File: src/rtl/hexdisp_pkg.sv
// Shared definitions for the hex debug display: seven-segment font,
// segment constants and the change-flash state type.
package hexdisp_pkg;

  localparam logic [6:0] SEG_BLANK = 7'h7F;
  localparam logic [6:0] SEG_F     = 7'h0E;

  typedef enum logic {
    IDLE  = 1'b0,
    FLASH = 1'b1
  } chg_state_t;

  // Active-low segments, bit order g..a.
  function automatic logic [6:0] hex2seg(input logic [3:0] d);
    logic [6:0] seg;
    case (d)
      4'h0: seg = 7'h40;
      4'h1: seg = 7'h79;
      4'h2: seg = 7'h24;
      4'h3: seg = 7'h30;
      4'h4: seg = 7'h19;
      4'h5: seg = 7'h12;
      4'h6: seg = 7'h02;
      4'h7: seg = 7'h78;
      4'h8: seg = 7'h00;
      4'h9: seg = 7'h10;
      4'hA: seg = 7'h08;
      4'hB: seg = 7'h03;
      4'hC: seg = 7'h46;
      4'hD: seg = 7'h21;
      4'hE: seg = 7'h06;
      default: seg = 7'h0E;
    endcase
    return seg;
  endfunction

endpackage

File: src/rtl/key_debounce.sv
// Push-button conditioner: 2-FF synchroniser plus stable-time debouncer.
// level is the accepted key level (active-low key); press pulses for one cycle on each accepted 1->0.
module key_debounce #(
  parameter int DEBOUNCE_CYCLES = 500000
) (
  input  logic clk,
  input  logic rst_n,
  input  logic key_n,
  output logic level,
  output logic press
);

  localparam int CW = (DEBOUNCE_CYCLES > 1) ? $clog2(DEBOUNCE_CYCLES) : 1;
  localparam logic [CW-1:0] CNT_LAST = CW'(DEBOUNCE_CYCLES - 1);

  logic          sync1;
  logic          sync2;
  logic [CW-1:0] cnt;

  always_ff @(posedge clk or negedge rst_n) begin
    if (!rst_n) begin
      sync1 <= 1'b1;
      sync2 <= 1'b1;
      level <= 1'b1;
      cnt   <= '0;
      press <= 1'b0;
    end else begin
      sync1 <= key_n;
      sync2 <= sync1;
      press <= 1'b0;
      // Any agreement with the accepted level restarts the stability window.
      if (sync2 != level) begin
        if (cnt == CNT_LAST) begin
          level <= sync2;
          cnt   <= '0;
          press <= ~sync2;
        end else begin
          cnt <= cnt + 1'b1;
        end
      end else begin
        cnt <= '0;
      end
    end
  end

endmodule

File: src/rtl/hex_debug_display.sv
// Shows the debug selector word on HEX3..HEX0, the switch code on HEX4 and a freeze flag on HEX5,
// flashing the DPs after each change. Build option HEXDISP_FREEZE_EN enables the KEY freeze.
module hex_debug_display
  import hexdisp_pkg::*;
#(
  parameter int DEBOUNCE_CYCLES = 500000,
  parameter int BLINK_CYCLES    = 12500000,
  parameter int CHANGE_BLINKS   = 3
) (
  input  logic        clk,
  input  logic        rst_n,
  input  logic [15:0] value,
  input  logic [2:0]  sel,
  input  logic        freeze_n,
  output logic [7:0]  HEX0,
  output logic [7:0]  HEX1,
  output logic [7:0]  HEX2,
  output logic [7:0]  HEX3,
  output logic [7:0]  HEX4,
  output logic [7:0]  HEX5,
  output logic        frozen
);

  localparam int HW = (BLINK_CYCLES > 1) ? $clog2(BLINK_CYCLES) : 1;
  localparam int TW = $clog2(2 * CHANGE_BLINKS + 1);
  localparam logic [HW-1:0] HALF_RELOAD = HW'(BLINK_CYCLES - 1);
  localparam logic [TW-1:0] TOG_RELOAD  = TW'(2 * CHANGE_BLINKS);

  logic [15:0]   disp_q;
  chg_state_t    state;
  logic [HW-1:0] half_cnt;
  logic [TW-1:0] toggles_left;
  logic          dp_on;
  logic          change;

`ifdef HEXDISP_FREEZE_EN
  logic key_press;
  logic key_level_unused;

  key_debounce #(
    .DEBOUNCE_CYCLES(DEBOUNCE_CYCLES)
  ) u_key_debounce (
    .clk   (clk),
    .rst_n (rst_n),
    .key_n (freeze_n),
    .level (key_level_unused),
    .press (key_press)
  );

  always_ff @(posedge clk or negedge rst_n) begin
    if (!rst_n) begin
      frozen <= 1'b0;
      HEX5   <= {1'b1, SEG_BLANK};
    end else begin
      if (key_press) begin
        frozen <= ~frozen;
      end
      HEX5 <= {1'b1, frozen ? SEG_F : SEG_BLANK};
    end
  end
`else
  localparam int unused_debounce_cycles = DEBOUNCE_CYCLES;
  logic unused_freeze_n;

  assign unused_freeze_n = freeze_n;
  assign frozen          = 1'b0;
  assign HEX5            = 8'hFF;
`endif

  // While frozen the held word is stale by design, so it must not count as a change.
  assign change = !frozen && (value != disp_q);

  always_ff @(posedge clk or negedge rst_n) begin
    if (!rst_n) begin
      disp_q <= '0;
    end else if (!frozen) begin
      disp_q <= value;
    end
  end

  // state | meaning
  // IDLE  | display steady, DPs dark
  // FLASH | DPs blinking after a change; toggles_left half-periods remain
  always_ff @(posedge clk or negedge rst_n) begin
    if (!rst_n) begin
      state        <= IDLE;
      half_cnt     <= '0;
      toggles_left <= '0;
      dp_on        <= 1'b0;
    end else begin
      if (change) begin
        state        <= FLASH;
        half_cnt     <= HALF_RELOAD;
        toggles_left <= TOG_RELOAD;
        dp_on        <= 1'b1;
      end else if (state == FLASH) begin
        if (half_cnt == '0) begin
          half_cnt     <= HALF_RELOAD;
          toggles_left <= toggles_left - 1'b1;
          if (toggles_left == TW'(1)) begin
            state <= IDLE;
            dp_on <= 1'b0;
          end else begin
            dp_on <= ~dp_on;
          end
        end else begin
          half_cnt <= half_cnt - 1'b1;
        end
      end
    end
  end

  always_ff @(posedge clk or negedge rst_n) begin
    if (!rst_n) begin
      HEX0 <= 8'hC0;
      HEX1 <= 8'hC0;
      HEX2 <= 8'hC0;
      HEX3 <= 8'hC0;
      HEX4 <= 8'hC0;
    end else begin
      HEX0 <= {~dp_on, hex2seg(disp_q[3:0])};
      HEX1 <= {~dp_on, hex2seg(disp_q[7:4])};
      HEX2 <= {~dp_on, hex2seg(disp_q[11:8])};
      HEX3 <= {~dp_on, hex2seg(disp_q[15:12])};
      HEX4 <= {1'b1, hex2seg({1'b0, sel})};
    end
  end

endmodule

File: config.mk
export PLATFORM = sky130hd
export DESIGN_NAME = hex_debug_display
export DESIGN_NICKNAME = d
export VERILOG_FILES = /design/src/rtl/hexdisp_pkg.sv /design/src/rtl/key_debounce.sv /design/src/rtl/hex_debug_display.sv
export SDC_FILE = /design/constraint.sdc
export NUM_CORES = 1
export LEC_CHECK = 0
export CAP_MARGIN = 20
export CELL_PAD_IN_SITES_DETAIL_PLACEMENT = 1
export CELL_PAD_IN_SITES_GLOBAL_PLACEMENT = 1
export CORE_MARGIN = 2
export CORE_UTILIZATION = 42
export CTS_CLUSTER_SIZE = 12
export DETAILED_ROUTE_END_ITERATION = 8
export GPL_ROUTABILITY_DRIVEN = 0
export GPL_TIMING_DRIVEN = 0
export PLACE_DENSITY = 0.81
export SYNTH_ARGS = -nofsm -noshare
export SYNTH_HDL_FRONTEND = slang
export SYNTH_SLANG_ARGS = --single-unit
File: constraint.sdc
create_clock -name clk -period 2.9 [get_ports clk]
set_clock_uncertainty 0.2 [all_clocks]
set_input_delay 0.435 -clock clk [delete_from_list [all_inputs] [get_ports clk]]
set_output_delay 0.435 -clock clk [all_outputs]
set_load 0.01 [all_outputs]
==> results.md <==
- Worst path required time: 2.90 ns
- Sw Pwr: 0.619 mW
- Combinational power share: 13.5%
- Critical path capture point type: register
- DRC violations left: 0
- R2r endpoint: dp_on
- P&R area growth vs syn: 24.5%
- CTS H-tree depth: 3
- Slew Viols, Final: 0
- Startpoint Class: register
- CP cell instances: nor4_1 > nand4_1 > nor2_2 > o211ai_1
- Row cnt: 37
- Post-CTS Resized: 0
- Largest net degree at the start of global routing: 63
- Share of post-route cells with drive strength above 1: 12.3%
- Sink Count: 81
- Hold Crit Depth: 1
- Starting DRC count in detailed routing: 117
- Fin worst setup slack: 0.292 ns
- Number of setup buffers added after CTS: 0
- Setup slack, reg-to-reg: 0.29 ns
- Final Hold Vio Count: 0
- Crit path max-delay family: simple AND/OR/NAND/NOR gates
- Internal: 1.96 mW
- Synthesis Warnings: 0
- Die W: 106 um
- Placed Cells: 606
- Initial antenna violation count: 0
- CP Data Arrival Time: 2.60 ns
- Slowest cell on the critical path: nor4_1
- Hold Path End: HEX0[7]
- R2R Path Start: half_cnt[14]
- Clk network pwr share: 39.3%
- Pwr/cell area: 474 mW/mm^2
- Measured slew at the worst slew-check pin: 0.799 ns
- Port bufs: 59
- Avg Vias per Cell: 5.36
- Number of global-route vias before repair: 3647
- Synthesized area per cell: 10.9 sq um
- Switching part of the total power: 24.0%
- Post-synthesis sequential area ratio: 46.6%
- Tcrit/Tclk final: 89.9%
- Hold_sp: dp_on
- Most frequent cells in the layout: dfrtp_1, clkdlybuf4s50_1, ha_1
- CTS Hold Buffers Added: 1
- RSZ-0062 raised after global routing: false
- Status: finished clean
- Post-DP HPWL: 8.09 mm
- Clock latency on the worst-skew pair: 0.36 ns
- CTS Buffer Depth: 2
- CP bufs+invs: 0
- Post-Syn Instances: 402
- Max_cap viols: 0
- Vias: 3340
- Distinct cell type count after synthesis: 50
- Final antenna-violating net count: 0
- Number of synthesized register bits: 81
- Wire per inst: 17.8 um
- Peak VDD IR: 217 uV
- Pre-CTS setup slack: 0.120 ns
- Die height: 106 um
- HP Class: register to register
- Crit-path max FO: 9
- R2R depth: 4
- Final Non-Filler Cells: 623
- Global route overflow: 0
- Mapped cell area: 0.00437 sq mm
- Initial core utilization: 42.7%
- Final setup viols: 0
- First-pass GRT wire length: 18.7 mm
- DRT Wirelength: 11.1 mm
- Post-synth EDFFs: 0
- Leak: 2.27 nW
- WS Path Type: register to register
- Most common cell after layout, fill and taps aside: dfrtp_1
- CTS tree: built
- 1st-pass router iterations: 4
- Max-slew headroom: 46.2%
- Top_reg_cell synth: dfrtp_1
- CTS Buf Count: 9
- Layout net count: 537
- Core Region: 0.0102 sq mm
- # diodes: 0
- Post-layout min period: 2.61 ns
- Total I/O pin count: 71
- Crit path largest cell delay: 0.73 ns
- All-layer global routing usage: 21.3%
- Area of the die: 0.0112 sq mm
- Worst-path clk slew: 0.08 ns
- Clock Root Buffer: clkbuf_8
- Fmax: 0.383 GHz
- Register share of total power: 47.2%
- Async S/R FF share, synth: 100%
cell type report:
class | instances | area [sq um]
Tap cell | 136 | 170
Sequential cell | 81 | 2030
Fill cell | 1111 | 4790
Buffer | 31 | 170
Clock buffer | 11 | 141
Inverter | 23 | 86.3
Clock inverter | 5 | 104
Timing Repair Buffer | 61 | 626
Multi-Input combinational cell | 275 | 2110
routing by layer:
layer	routed length [um]	part of all wire, %	track usage [%]
met5	0	0	0
met4	160	1.4	7.61
met3	301	2.7	3.68
met2	5910	53	37.3
met1	4730	43	26.5
power groups by stage:
stage          logic, mW  registers (mW)  clock network [mW]
2_1_floorplan      0.140            1.26                   0
3_5_place_dp       0.347            1.24                   0
6_report           0.348            1.22                1.01
3_3_place_gp       0.328            1.24                   0
4_1_cts            0.352            1.22                1.03
5_1_grt            0.382            1.22                1.09
how the worst max path moves through the flow:
| stage | startpoint | endpoint | slack [ns] | cells past startpoint |
|---|---|---|---|---|
| after floorplan | half_cnt[19] | half_cnt[22] | 0.83 | 4 |
| after global placement | rst_n | HEX4[4] | -1.66 | 1 |
| after detailed placement | value[5] | half_cnt[18] | 0.12 | 6 |
| after CTS | half_cnt[14] | dp_on | 0.30 | 4 |
| after global routing | half_cnt[14] | dp_on | 0.13 | 4 |
| final | half_cnt[14] | dp_on | 0.29 | 4 |
registers in the layout (all words and copies together), names as in the netlist:
register	flops
half_cnt	24
disp_q	16
HEX0	8
HEX1	7
HEX2	7
HEX3	7
HEX4	7
toggles_left	3
dp_on	1
state	1
Yosys cell counts (all sizes together) (3+ instances only):
master / count / area, sq um
or3: 4 / 25.0
or4: 11 / 86.3
mux4: 4 / 90.1
xor2: 20 / 175
ha: 33 / 413
a22o: 7 / 61.3
nand3: 8 / 40.0
dfrtp: 75 / 1880
dfstp: 6 / 158
nand2b: 5 / 31.3
nor2: 26 / 100
and4: 4 / 35.0
nand2: 14 / 52.6
o21ai: 14 / 70.1
o22ai: 3 / 18.8
a32o: 4 / 40.0
nand4: 13 / 87.6
mux2: 3 / 33.8
o31ai: 7 / 52.6
or3b: 5 / 43.8
xnor2: 7 / 61.3
clkbuf: 12 / 45.0
buf: 19 / 125
nor2b: 7 / 43.8
nor4: 13 / 115
a21oi: 10 / 50.1
mux2i: 14 / 140
nor3: 11 / 55.1
inv: 23 / 86.3
cells by family (layout without fill, tap and decap cells):
logic type / count (synthesis) / after routing / share of synthesized area [%]
adders and majority gates: 33 / 33 / 9.46
buffers and inverters: 54 / 131 / 5.87
muxes: 21 / 21 / 6.05
xor gates and xnor gates: 27 / 27 / 5.42
DFF: 81 / 81 / 46.6
AOI/OAI and AO/OA: 58 / 58 / 9.17
other: 2 / 10 / 0.172
and+or+nand+nor: 126 / 126 / 17.3
worst register-to-register path, delay by kind of cell (launching register included):
kind | cells | cell delay [ns]
compound gates | 1 | 0.15
simple gates | 3 | 1.68
flops | 1 | 0.43
stage by stage:
| stage | hold slack [ns] | instance area [sq um] | power [mW] | util (%) | TNS [ns] |
|---|---|---|---|---|---|
| after floorplan | -0.0606 | 4400 | 1.40 | - | 0 |
| after global placement | 0.169 | 5160 | 1.56 | 50.4 | -128.09 |
| after detailed placement | 0.141 | 5180 | 1.59 | 50.7 | 0 |
| after CTS | 0.212 | 5440 | 2.60 | 53.1 | 0 |
| after global routing | 0.232 | 5440 | 2.69 | 53.1 | 0 |
| final | 0.207 | 5440 | 2.58 | 53.1 | 0 |
No activity file was read; power rests on OpenSTA's default activity.
